**src/rtl/polyphonic_tone_generator.sv**
```systemverilog
// -----------------------------------------------------------------------------
// polyphonic_tone_generator
//
// Multi-voice tone synthesiser. A free-running divider produces one tick per
// sample period. On each tick every voice's phase accumulator advances by its
// increment (disabled voices are parked at phase 0). A small FSM then walks
// the voices one per cycle, sums their waveform values, scales the sum back
// to OUT_W bits and hands the result to the DAC path over valid/ready.
//
// Handshake (sample_valid / sample_ready):
//   A transfer happens in every cycle where sample_valid and sample_ready are
//   both 1. sample_out is held stable while sample_valid is 1 and drops valid
//   at the edge after a transfer, unless a new sample is loaded at that same
//   edge. Loading a new sample while the previous one is still untaken
//   overwrites it and raises overrun for exactly one cycle.
//
// Ports:
//   clock_50Mhz     in   system clock
//   reset_n         in   asynchronous active-low reset
//   voice_enable    in   per-voice enable, sampled on the tick
//   voice_increment in   per-voice phase increment, voice i at [i*PHASE_W +: PHASE_W]
//   waveform_mode   in   0 square, 1 saw, 2 triangle, 3 square
//   sample_out      out  mixed sample
//   sample_valid    out  sample_out holds an untaken sample
//   sample_ready    in   consumer accepts the sample
//   active_voices   out  number of voices enabled at the last tick
//   overrun         out  one-cycle pulse when an untaken sample is overwritten
// -----------------------------------------------------------------------------
module polyphonic_tone_generator #(
    parameter int VOICES     = 6,
    parameter int PHASE_W    = 24,
    parameter int OUT_W      = 12,
    parameter int SAMPLE_DIV = 1562
) (
    input  logic                             clock_50Mhz,
    input  logic                             reset_n,
    input  logic [VOICES-1:0]                voice_enable,
    input  logic [VOICES*PHASE_W-1:0]        voice_increment,
    input  logic [1:0]                       waveform_mode,
    output logic [OUT_W-1:0]                 sample_out,
    output logic                             sample_valid,
    input  logic                             sample_ready,
    output logic [$clog2(VOICES+1)-1:0]      active_voices,
    output logic                             overrun
);

    localparam int CNT_W = $clog2(SAMPLE_DIV);
    localparam int IDX_W = (VOICES > 1) ? $clog2(VOICES) : 1;
    localparam int AV_W  = $clog2(VOICES + 1);
    // Sum of VOICES values of OUT_W bits each can never exceed this width.
    localparam int SUM_W = OUT_W + AV_W;
    localparam int SHIFT = $clog2(VOICES);

    typedef enum logic [1:0] {
        IDLE  = 2'd0,
        ACCUM = 2'd1,
        SCALE = 2'd2
    } state_t;

    // FSM state is kept as a named enum so checkers can bind to it directly.
    state_t state;
    state_t state_next;

    logic [CNT_W-1:0]   div_count;
    logic               tick;

    logic [PHASE_W-1:0] phase [VOICES];
    logic [VOICES-1:0]  enable_q;
    logic [1:0]         mode_q;

    logic [IDX_W-1:0]   voice_idx;
    logic               last_voice;
    logic [PHASE_W-1:0] sel_phase;
    logic               sel_enable;
    logic [OUT_W-1:0]   sel_wave;
    logic [SUM_W-1:0]   sum;
    logic [OUT_W-1:0]   scaled;

    logic               load;
    logic               transfer;

    // -------------------------------------------------------------------------
    // Helpers
    // -------------------------------------------------------------------------
    function automatic logic [AV_W-1:0] popcount(input logic [VOICES-1:0] bits);
        logic [AV_W-1:0] count;
        count = '0;
        for (int i = 0; i < VOICES; i++) begin
            count = count + AV_W'(bits[i]);
        end
        return count;
    endfunction

    // Waveform lookup for one phase value. Reserved mode 3 falls into the
    // default branch and therefore produces a square wave.
    function automatic logic [OUT_W-1:0] wave_value(input logic [PHASE_W-1:0] p,
                                                     input logic [1:0]         mode);
        logic [OUT_W-1:0] tri_base;
        logic [OUT_W-1:0] result;
        tri_base = p[PHASE_W-2 -: OUT_W];
        case (mode)
            2'd1:    result = p[PHASE_W-1 -: OUT_W];
            // Triangle folds the second half of the period back down.
            2'd2:    result = p[PHASE_W-1] ? ~tri_base : tri_base;
            default: result = {OUT_W{p[PHASE_W-1]}};
        endcase
        return result;
    endfunction

    // -------------------------------------------------------------------------
    // Sample-period divider
    // -------------------------------------------------------------------------
    assign tick = (div_count == CNT_W'(SAMPLE_DIV - 1));

    always_ff @(posedge clock_50Mhz or negedge reset_n) begin
        if (!reset_n) begin
            div_count <= '0;
        end else if (tick) begin
            div_count <= '0;
        end else begin
            div_count <= div_count + CNT_W'(1);
        end
    end

    // -------------------------------------------------------------------------
    // Tick capture: phases, enables, mode and the active-voice count all move
    // together at the tick edge so the accumulation pass sees one consistent
    // snapshot no matter how the inputs change afterwards.
    // -------------------------------------------------------------------------
    always_ff @(posedge clock_50Mhz or negedge reset_n) begin
        if (!reset_n) begin
            for (int i = 0; i < VOICES; i++) begin
                phase[i] <= '0;
            end
            enable_q      <= '0;
            mode_q        <= 2'd0;
            active_voices <= '0;
        end else if (tick) begin
            for (int i = 0; i < VOICES; i++) begin
                // Phase wraps modulo 2^PHASE_W; a disabled voice restarts at 0.
                if (voice_enable[i]) begin
                    phase[i] <= phase[i] + voice_increment[i*PHASE_W +: PHASE_W];
                end else begin
                    phase[i] <= '0;
                end
            end
            enable_q      <= voice_enable;
            mode_q        <= waveform_mode;
            active_voices <= popcount(voice_enable);
        end
    end

    // -------------------------------------------------------------------------
    // Voice selection for the current accumulation step
    // -------------------------------------------------------------------------
    always_comb begin
        sel_phase  = '0;
        sel_enable = 1'b0;
        for (int i = 0; i < VOICES; i++) begin
            if (voice_idx == IDX_W'(i)) begin
                sel_phase  = phase[i];
                sel_enable = enable_q[i];
            end
        end
    end

    assign sel_wave   = wave_value(sel_phase, mode_q);
    assign last_voice = (voice_idx == IDX_W'(VOICES - 1));
    assign scaled     = OUT_W'(sum >> SHIFT);

    // -------------------------------------------------------------------------
    // FSM: IDLE waits for the tick, ACCUM walks the voices, SCALE loads output
    // -------------------------------------------------------------------------
    always_ff @(posedge clock_50Mhz or negedge reset_n) begin
        if (!reset_n) begin
            state <= IDLE;
        end else begin
            state <= state_next;
        end
    end

    always_comb begin
        state_next = state;
        case (state)
            IDLE:    if (tick)       state_next = ACCUM;
            ACCUM:   if (last_voice) state_next = SCALE;
            SCALE:                   state_next = IDLE;
            default:                 state_next = IDLE;
        endcase
    end

    // Datapath registers driven by the FSM. The sum is cleared at the tick
    // edge, i.e. on entry to ACCUM.
    always_ff @(posedge clock_50Mhz or negedge reset_n) begin
        if (!reset_n) begin
            voice_idx <= '0;
            sum       <= '0;
        end else if (state == IDLE && tick) begin
            voice_idx <= '0;
            sum       <= '0;
        end else if (state == ACCUM) begin
            voice_idx <= voice_idx + IDX_W'(1);
            if (sel_enable) begin
                sum <= sum + SUM_W'(sel_wave);
            end
        end
    end

    // -------------------------------------------------------------------------
    // Output handshake
    // -------------------------------------------------------------------------
    assign load     = (state == SCALE);
    assign transfer = sample_valid && sample_ready;

    always_ff @(posedge clock_50Mhz or negedge reset_n) begin
        if (!reset_n) begin
            sample_out   <= '0;
            sample_valid <= 1'b0;
            overrun      <= 1'b0;
        end else begin
            // A load that coincides with a transfer is not an overrun: the
            // old sample leaves in the same cycle the new one arrives.
            overrun <= load && sample_valid && !sample_ready;
            if (load) begin
                sample_out   <= scaled;
                sample_valid <= 1'b1;
            end else if (transfer) begin
                sample_valid <= 1'b0;
            end
        end
    end

endmodule

```
**config.mk**
```make
export PLATFORM = sky130hd
export DESIGN_NAME = polyphonic_tone_generator
export DESIGN_NICKNAME = d
export VERILOG_FILES = /design/src/rtl/polyphonic_tone_generator.sv
export SDC_FILE = /design/constraint.sdc
export NUM_CORES = 1
export LEC_CHECK = 0
export CAP_MARGIN = 15
export CORE_MARGIN = 2
export CORE_UTILIZATION = 58
export DETAILED_ROUTE_END_ITERATION = 12
export PLACE_DENSITY = 0.82
export SYNTH_ARGS = -nofsm -noshare
export SYNTH_HDL_FRONTEND = slang
export SYNTH_SLANG_ARGS = --single-unit
```
**constraint.sdc**
```tcl
create_clock -name clock_50Mhz -period 4.7 [get_ports clock_50Mhz]
set_input_delay 0.47 -clock clock_50Mhz [delete_from_list [all_inputs] [get_ports clock_50Mhz]]
set_output_delay 0.47 -clock clock_50Mhz [all_outputs]
set_load 0.03 [all_outputs]
```
* Word level (Yosys, flattened, before mapping)
Cells that the tools add are included.
Storage, ports and cells: flip-flop bits (word level) 200, bits of input ports 155, output and inout port bits 17, logic and storage cells 86
Cells by class: add/sub/neg operators 14, equality and inequality tests 12, multiplexer cells 31, bitwise logic cells 1, reductions and logical operators 12
Operator list (count):
- 2-to-1 mux 24 bit | 12
- adder 24 bit | 6
- 2-to-1 mux 15 bit | 3
- case mux 12 bit (2 select lines) | 1
- adder 15 x 12 -> 15 bit | 1
- 2-to-1 mux 12 bit | 1
- NOT 12 bit | 1
- adder 11 x 1 -> 11 bit (second input constant) | 1
- == test 11 bit (second input constant) | 1
- 2-to-1 mux 11 bit | 1
- adder 3 x 1 -> 3 bit | 3
- 2-to-1 mux 1 bit | 8
- == test 3 x 2 -> 1 bit (second input constant) | 2
- == test 3 bit (second input constant) | 2
- 2-to-1 mux 3 bit | 2
- nonzero test 2 bit | 3
- == test 2 x 1 -> 1 bit (second input constant) | 2
- == test 2 bit (second input constant) | 2
- logical AND 1 bit | 4
- 2-to-1 mux 2 bit | 2
- != test 2 bit (second input constant) | 2
- case mux 2 bit (2 select lines) | 1
- AND reduction 2 bit | 2
- adder 2 x 1 -> 3 bit | 1
- 6 further kinds | 6

* Logic depth before layout (Yosys ltp)
Gate-level depths: netlist of the first run.
depth after elaboration 14, depth in mapped cells 24, gate-level depth less buffers 23

* Worst setup path after synthesis of the first run
OpenSTA, ideal clock, no wires.
path kind register to register, from register voice_idx[2], to register sum[11], setup time 0.121 ns, arrival time 4.221 ns, required time 4.579 ns, slack 0.358 ns, stages on the path, launching flop included 22, buffers on the path 3, period minus slack after synthesis 4.342 ns, path through dfrtp_1 > inv_1 > clkbuf_1 > ha_1 > clkbuf_1 > a211o_1 > a21oi_1 > a2111oi_0 > nor2_1 > nor2_1 > buf_2 > mux2i_1 > o221ai_1 > ha_1 > a21oi_1 > o21ai_0 > a21o_1 > a21o_1 > a311oi_1 > o21bai_1 > xor2_1 > a22o_1
On the way: cells in the longest elaborated chain, start to end 14, elaborated cells between the ends (all ways) 27, those cells by class add/sub (1); eq/ne (5); mux (17); bitwise (1); reduce/logical (3)
RTL lines:
- start: declaration | RTL line 71 | logic [IDX_W-1:0] voice_idx;
- start signal: assignment | RTL line 202 | voice_idx <= voice_idx + IDX_W'(1);
- zero test 3 bit | RTL line 160 | if (voice_idx == IDX_W'(i)) begin
- 2-to-1 mux 24 bit (6 in series) | RTL line 160
- NOT 12 bit | RTL line 104 | 2'd2: result = p[PHASE_W-1] ? ~tri_base : tri_base;
- 2-to-1 mux 12 bit | RTL line 104
- case mux 12 bit (2 select lines) | RTL line 101 | case (mode)
- adder 15 x 12 -> 15 bit | RTL line 204 | sum <= sum + SUM_W'(sel_wave);
- 2-to-1 mux 15 bit | RTL line 203 | if (sel_enable) begin
- 2-to-1 mux 15 bit | RTL line 201 | end else if (state == ACCUM) begin
- 2-to-1 mux 15 bit | RTL line 198 | end else if (state == IDLE && tick) begin
- end signal: assignment | RTL line 204
- end: declaration | RTL line 76 | logic [SUM_W-1:0] sum;
Several ways; a longest one is shown, not always the timed one. The select of a mux whose other input is x is not followed. A chain may end at the register's enable or synchronous reset.

* Worst setup path after layout of the first run
from register voice_idx[1], to register sum[11]
The elaborated chain is that of the path after synthesis.

==> results of run 1 <==
[kinds of logic after synthesis]
logic type | after synthesis | share of synthesized area [%]
fa+ha+maj | 172 | 14.4
flops | 200 | 32.4
buf+inv | 110 | 2.70
xor+xnor | 130 | 7.38
compound gates | 607 | 27.0
simple gates | 468 | 13.7
mux | 34 | 2.30
[flip-flops by register name, summed over array words and instances, names as in the netlist, 2 cells and up]
name	count
state	2
active_voices	3
enable_q	6
sum	15
voice_idx	3
mode_q	2
sample_out	12
div_count	11
phase	144
[synthesized netlist by cell type (22+ instances only)]
cell type  instances
o21ai_0          138
dfrtp_1          200
clkbuf_1          48
nand3_1           45
a22o_1            52
inv_1             55
ha_1             162
a21oi_1          114
xor2_1            56
o21bai_1          23
o31ai_1           30
mux2i_1           22
nand2_1          206
nor3_1            25
a21o_1            66
nor2_1            99
xnor2_1           74
[per-stage QoR]
stage          power [mW]  hold slack (ps)
2_1_floorplan        2.38              174
3_3_place_gp         2.66              454
3_5_place_dp         2.69              461
4_1_cts              4.26              116
5_1_grt              4.44              113
6_report             4.25             68.6
[metal layers]
| metal | vias to the layer above | share of wire, % | routed length [um] | GRT usage, % |
|---|---|---|---|---|
| met5 | - | 0 | 0 | 0 |
| met4 | 0 | 3.5 | 1450 | 11.2 |
| met3 | 83 | 5.5 | 2240 | 4.82 |
| met2 | 441 | 48 | 19600 | 48.8 |
| met1 | 6613 | 43 | 17800 | 38.5 |
| li1 | 6731 | - | - | - |
[worst min-delay path by stage]
stage,startpoint,end,slack [ps],cells after the start
floorplan,reset_n,active_voices[0]$_DFFE_PN0N_,170,0
global placement,phase[72]$_DFFE_PN0N_,phase[72]$_DFFE_PN0N_,450,2
detailed placement,phase[120]$_DFFE_PN0N_,phase[120]$_DFFE_PN0N_,460,2
CTS,reset_n,phase[13]$_DFFE_PN0N_,120,1
global route,reset_n,phase[14]$_DFFE_PN0N_,110,1
finish,reset_n,sample_valid$_DFFE_PN0P_,70,1
[layout make-up]
cell class	count	area (um^2)	share of cell area, %
Sequential cell	200	5000	27.5
Multi-Input combinational cell	1411	10000	55.1
Timing Repair Buffer	197	1930	10.6
Clock buffer	20	467	2.56
Inverter	55	206	1.13
Tap cell	335	419	2.30
Clock inverter	12	156	0.859
[power breakdown]
part | internal (mW) | switching [mW] | leakage, nW
combinational | 0.436 | 0.464 | 5.65
clock | 0.846 | 0.738 | 0.303
sequential | 1.74 | 0.0255 | 2.20
[critical path: stages, from the launching register on]
cell	delay (ps)
dfrtp_1	410
inv_1	90
ha_2	210
buf_4	180
a221o_1	320
o21ai_0	110
o21ai_0	140
a221oi_1	400
mux2i_1	300
o221ai_1	180
ha_1	310
a21o_1	180
a21oi_2	180
o21ai_1	140
a21o_1	200
a21o_1	230
a311oi_2	310
o21bai_1	130
xor2_1	150
a22o_1	190
[repair_timing]
item | in CTS | in global routing
gates resized for setup | 0 | 13
setup endpoints to repair | 0 | 7
buffers inserted | 0 | 1
==> flow_metrics.env, run 1 <==
export IMPL_status="finished, final reports clean"
export IMPL_cts_root_buf="clkbuf_16"
export IMPL_clk_path_buf_depth=2
export IMPL_htree_levels=4
export IMPL_fin_ws_ps=219
export IMPL_clock_fmax_ghz=0.223
export IMPL_peakVddDrop_mv=0.201
export IMPL_required_ps=5040
export IMPL_rr_worst_depth=19
export IMPL_ys_flop_type="dfrtp_1"
export IMPL_clk_latency_ps=460
export IMPL_min_path_type="primary input to async pin"
export IMPL_stdcell_count=2230
export IMPL_layout_nets=2209
export IMPL_grt_max_degree=111
export IMPL_arrival_ps=4820
export IMPL_first_iter_violations=978
export IMPL_cts_tree="done"
export IMPL_grt_pass1_wl_um=66700
export IMPL_worstPathMaxFanout=13
export IMPL_synth_area_top_cells="dfrtp_1, ha_1, nand2_1, o21ai_0, xnor2_1"
export IMPL_end_kind="register"
export IMPL_drtAntennaViolNets=0
export IMPL_drt_total_wl_um=41000
export IMPL_synth_top_area_share_pct=32.4
export IMPL_num_vias=13900
export IMPL_die_w_um=167
export IMPL_antenna_cells=0
export IMPL_rrSetupSlack_ps=220
export IMPL_vias_per_cell=6.22
export IMPL_power_per_cell_area_nw_per_um2=233
export IMPL_slew_viol_final=0
export IMPL_final_util_pct=69.9
export IMPL_drc_errors=0
export IMPL_post_dp_cell_area_um2=17600
export IMPL_startpoint_type="register"
export IMPL_antenna_found_initial=0
export IMPL_fin_tns_setup_ps=0
export IMPL_synth_warnings=0
export IMPL_grtUsageTotal_pct=29.4
export IMPL_dieHeight_um=167
export IMPL_startpoint="voice_idx[1]$_DFFE_PN0P_"
export IMPL_cap_viol_max_count=0
export IMPL_row_count=59
export IMPL_wl_per_cell_um=18.4
export IMPL_synthCells=1721
export IMPL_core_um2=26100
export IMPL_portBuffers=171
export IMPL_cts_buffers=17
export IMPL_avgSynthCellArea_um2=8.96
export IMPL_initial_core_util_pct=59.2
export IMPL_cts_sinks=200
export IMPL_cellLeakagePower_nw=8.15
export IMPL_cp_endpoint="sum[11]$_DFFE_PN0P_"
export IMPL_dr_pass1_iters=5
export IMPL_drive_gt1_share_pct=5.49
export IMPL_rsz0062_at_grt="false"
export IMPL_reg2reg_to="sum[11]$_DFFE_PN0P_"
export IMPL_hpwl_um=30600
export IMPL_finClkSkew_ps=17.1
export IMPL_tightestPinTransition_ps=987
export IMPL_pre_cts_ws_ps=116
export IMPL_synth_largest_area_cell="dfrtp_1"
export IMPL_final_cell_mix="nand2_1, dfrtp_1, clkdlybuf4s50_1"
export IMPL_syn_nets=2048
export IMPL_globalplace_congestion=0.940
export IMPL_post_route_period_util_pct=95.3
export IMPL_nFillCells=2049
export IMPL_finalSetupViolCount=0
export IMPL_synth_edf_count=0
export IMPL_cts_hold_buf=0
export IMPL_syn_area_um2=15400
export IMPL_ys_types=76
export IMPL_layout_commonest_cell="nand2_1"
export IMPL_worstSetupPathType="register to register"
export IMPL_placed_cells=2197
export IMPL_die_area_um2=27900
export IMPL_relSlewSlack_pct=34.2
export IMPL_hold_viol_final=0
export IMPL_grt_overflow_total=0
export IMPL_clk_pin_slew_worst_paths_ps=80
export IMPL_r2r_start="voice_idx[1]$_DFFE_PN0P_"
export IMPL_pin_count=172
export IMPL_synth_seq_area_share_pct=32.4
export IMPL_fin_crit_ps=4480
export IMPL_synthArstFlopShare_pct=100
export IMPL_ys_ff_latch=200
export IMPL_area_growth_pct=18.1
export IMPL_stdcell_area_um2=18200
export IMPL_grt_pass1_vias=13400
Note: power is estimated with default switching activity, not from simulation.
==> run 2, diff against run 1 <==
clock period = 4.4 ns   (was 4.7 ns; I/O delays follow)
==> flow_metrics.env, run 2 (synthesis gave the netlist of run 1 again) <==
export IMPL_drive_gt1_share_pct=6.92
export IMPL_grtUsageTotal_pct=29.7
export IMPL_grt_pass1_vias=13600
export IMPL_clock_fmax_ghz=0.236
export IMPL_layout_nets=2222
export IMPL_reg_top3="phase: 144 flops, sum: 15 flops, sample_out: 12 flops"
export IMPL_vias_per_cell=6.25
export IMPL_stdcell_count=2243
export IMPL_critPathBufInv=4
export IMPL_final_cell_mix="nand2_1, dfrtp_1, clkdlybuf4s50_1"
export IMPL_status="finished, final reports clean"
export IMPL_dieHeight_um=167
export IMPL_core_um2=26100
export IMPL_portBuffers=171
export IMPL_worstSetupPathType="register to register"
export IMPL_worstPathMaxFanout=13
export IMPL_htree_levels=4
export IMPL_cap_viol_max_count=0
export IMPL_cts_sinks=200
export IMPL_first_iter_violations=1087
export IMPL_top_register="phase"
export IMPL_crit_slowest_cell="a221oi_1"
export IMPL_antenna_cells=0
export IMPL_hpwl_um=31300
export IMPL_grt_overflow_total=0
export IMPL_layout_commonest_cell="nand2_1"
export IMPL_critPathTopFamily="compound AO/OA/AOI/OAI gates"
export IMPL_cts_tree="done"
export IMPL_die_w_um=167
export IMPL_cp_cell_sequence="inv_2 > ha_2 > buf_4 > inv_1 > buf_4 > o21ai_0 > o21ai_0 > a221oi_1 > mux2i_1 > o221ai_1 > ha_1 > and2_1 > a22o_1 > a311oi_2 > o21bai_1 > xor2_1 > a22o_1"
export IMPL_pin_count=172
export IMPL_end_kind="register"
export IMPL_drt_total_wl_um=41600
export IMPL_drtAntennaViolNets=0
export IMPL_min_path_type="primary input to async pin"
export IMPL_wl_per_cell_um=18.5
export IMPL_row_count=59
export IMPL_cts_root_buf="clkbuf_16"
export IMPL_clk_path_buf_depth=2
export IMPL_drc_errors=0
export IMPL_antenna_found_initial=0
export IMPL_hold_viol_final=0
export IMPL_grt_max_degree=119
export IMPL_largest_reg_flops=144
export IMPL_peakVddDrop_mv=0.245
export IMPL_finalSetupViolCount=0
export IMPL_whs_ps=77.5
export IMPL_slowest_delay_ps=480
export IMPL_required_ps=4720
export IMPL_clk_latency_ps=450
export IMPL_globalplace_congestion=0.899
export IMPL_slew_viol_final=0
export IMPL_fin_crit_ps=4240
export IMPL_clk_pin_slew_worst_paths_ps=80
export IMPL_startpoint_type="register"
export IMPL_rrSetupSlack_ps=160
export IMPL_power_per_cell_area_nw_per_um2=246
export IMPL_num_vias=14000
export IMPL_placed_cells=2205
export IMPL_cts_buffers=17
export IMPL_cellLeakagePower_nw=8.22
export IMPL_tightestPinTransition_ps=883
export IMPL_die_area_um2=27900
export IMPL_post_dp_cell_area_um2=17600
export IMPL_relSlewSlack_pct=41.2
export IMPL_area_growth_pct=19.1
export IMPL_post_route_period_util_pct=96.4
export IMPL_initial_core_util_pct=59.2
export IMPL_grt_pass1_wl_um=67900
export IMPL_finClkSkew_ps=23.8
export IMPL_dr_pass1_iters=6
export IMPL_stdcell_area_um2=18400
export IMPL_arrival_ps=4570
-- run 2: changes by cell type in the layout (fill, tap and decap cells not counted), moves of 2 or more --
| cell | before | now |
|---|---|---|
| ha_1 | 161 | 158 |
| o21ai_1 | 10 | 12 |
| a221oi_2 | 0 | 5 |
| a221oi_1 | 13 | 8 |
| o21ai_2 | 2 | 5 |
| o21ai_0 | 135 | 130 |
| a21oi_1 | 113 | 111 |
| inv_1 | 55 | 53 |
| a21oi_2 | 2 | 4 |
| inv_8 | 1 | 3 |
| ha_2 | 1 | 3 |
| inv_2 | 0 | 2 |
| buf_4 | 24 | 36 |
-- run 2: power by group --
| part | internal (mW) | leakage, nW | switching, mW | total, mW |
|---|---|---|---|---|
| combinational | 0.466 | 5.72 | 0.497 | 0.963 |
| clock | 0.892 | 0.302 | 0.783 | 1.67 |
| sequential | 1.86 | 2.20 | 0.0279 | 1.89 |
| total | 3.22 | 8.22 | 1.31 | 4.53 |
-- run 2: metrics by stage --
stage	worst slack, ps	setup TNS [ps]	power [mW]	util (%)
2_1_floorplan	57.9	0	2.54	-
3_3_place_gp	36.0	0	2.84	67.6
3_5_place_dp	-124	-517	2.87	67.6
4_1_cts	-13.5	-14.0	4.55	70.0
5_1_grt	-48.2	-110	4.73	70.5
6_report	158	0	4.53	70.5
-- run 2: repair_timing --
item,CTS,global route
pin swaps,1,17
gates resized for setup,5,32
hold buffers,0,0
setup buffers,1,5
setup endpoints to repair,7,7
hold endpoints to repair,0,0
cloned,0,0
-- run 2: routing by layer --
metal / GRT usage [%] / vias up / part of all wire, %
li1: - / 6760 / -
met1: 38.9 / 6757 / 43
met2: 50.6 / 434 / 49
met3: 4.47 / 71 / 5.4
met4: 9.45 / 0 / 2.5
met5: 0 / - / 0
-- run 2: worst reg2reg max path: stages, from the launching register on --
cell,delay (ps)
dfrtp_1,420
inv_2,80
ha_2,210
buf_4,190
inv_1,120
buf_4,180
o21ai_0,280
o21ai_0,170
a221oi_1,480
mux2i_1,270
o221ai_1,160
ha_1,380
and2_1,210
a22o_1,220
a311oi_2,280
o21bai_1,120
xor2_1,150
a22o_1,200
-- run 2: worst paths after layout --
check                                             startpoint                           end  cells past startpoint
worst max-delay path                voice_idx[0]$_DFFE_PN0P_           sum[11]$_DFFE_PN0P_                     17
worst min-delay path                                 reset_n      sample_valid$_DFFE_PN0P_                      1
worst max register to register      voice_idx[0]$_DFFE_PN0P_           sum[11]$_DFFE_PN0P_                     17
worst min register to register  active_voices[2]$_DFFE_PN0N_  active_voices[2]$_DFFE_PN0N_                      2
max in group asynchronous                            reset_n         phase[97]$_DFFE_PN0N_                      2
min in group clock_50Mhz        active_voices[2]$_DFFE_PN0N_  active_voices[2]$_DFFE_PN0N_                      2
-- run 2: layout make-up --
cell class	count	area, um^2
Timing Repair Buffer	210	2030
Sequential cell	200	5000
Inverter	55	206
Tap cell	335	419
Multi-Input combinational cell	1411	10100
Clock buffer	20	457
Fill cell	2003	7680
Clock inverter	12	155
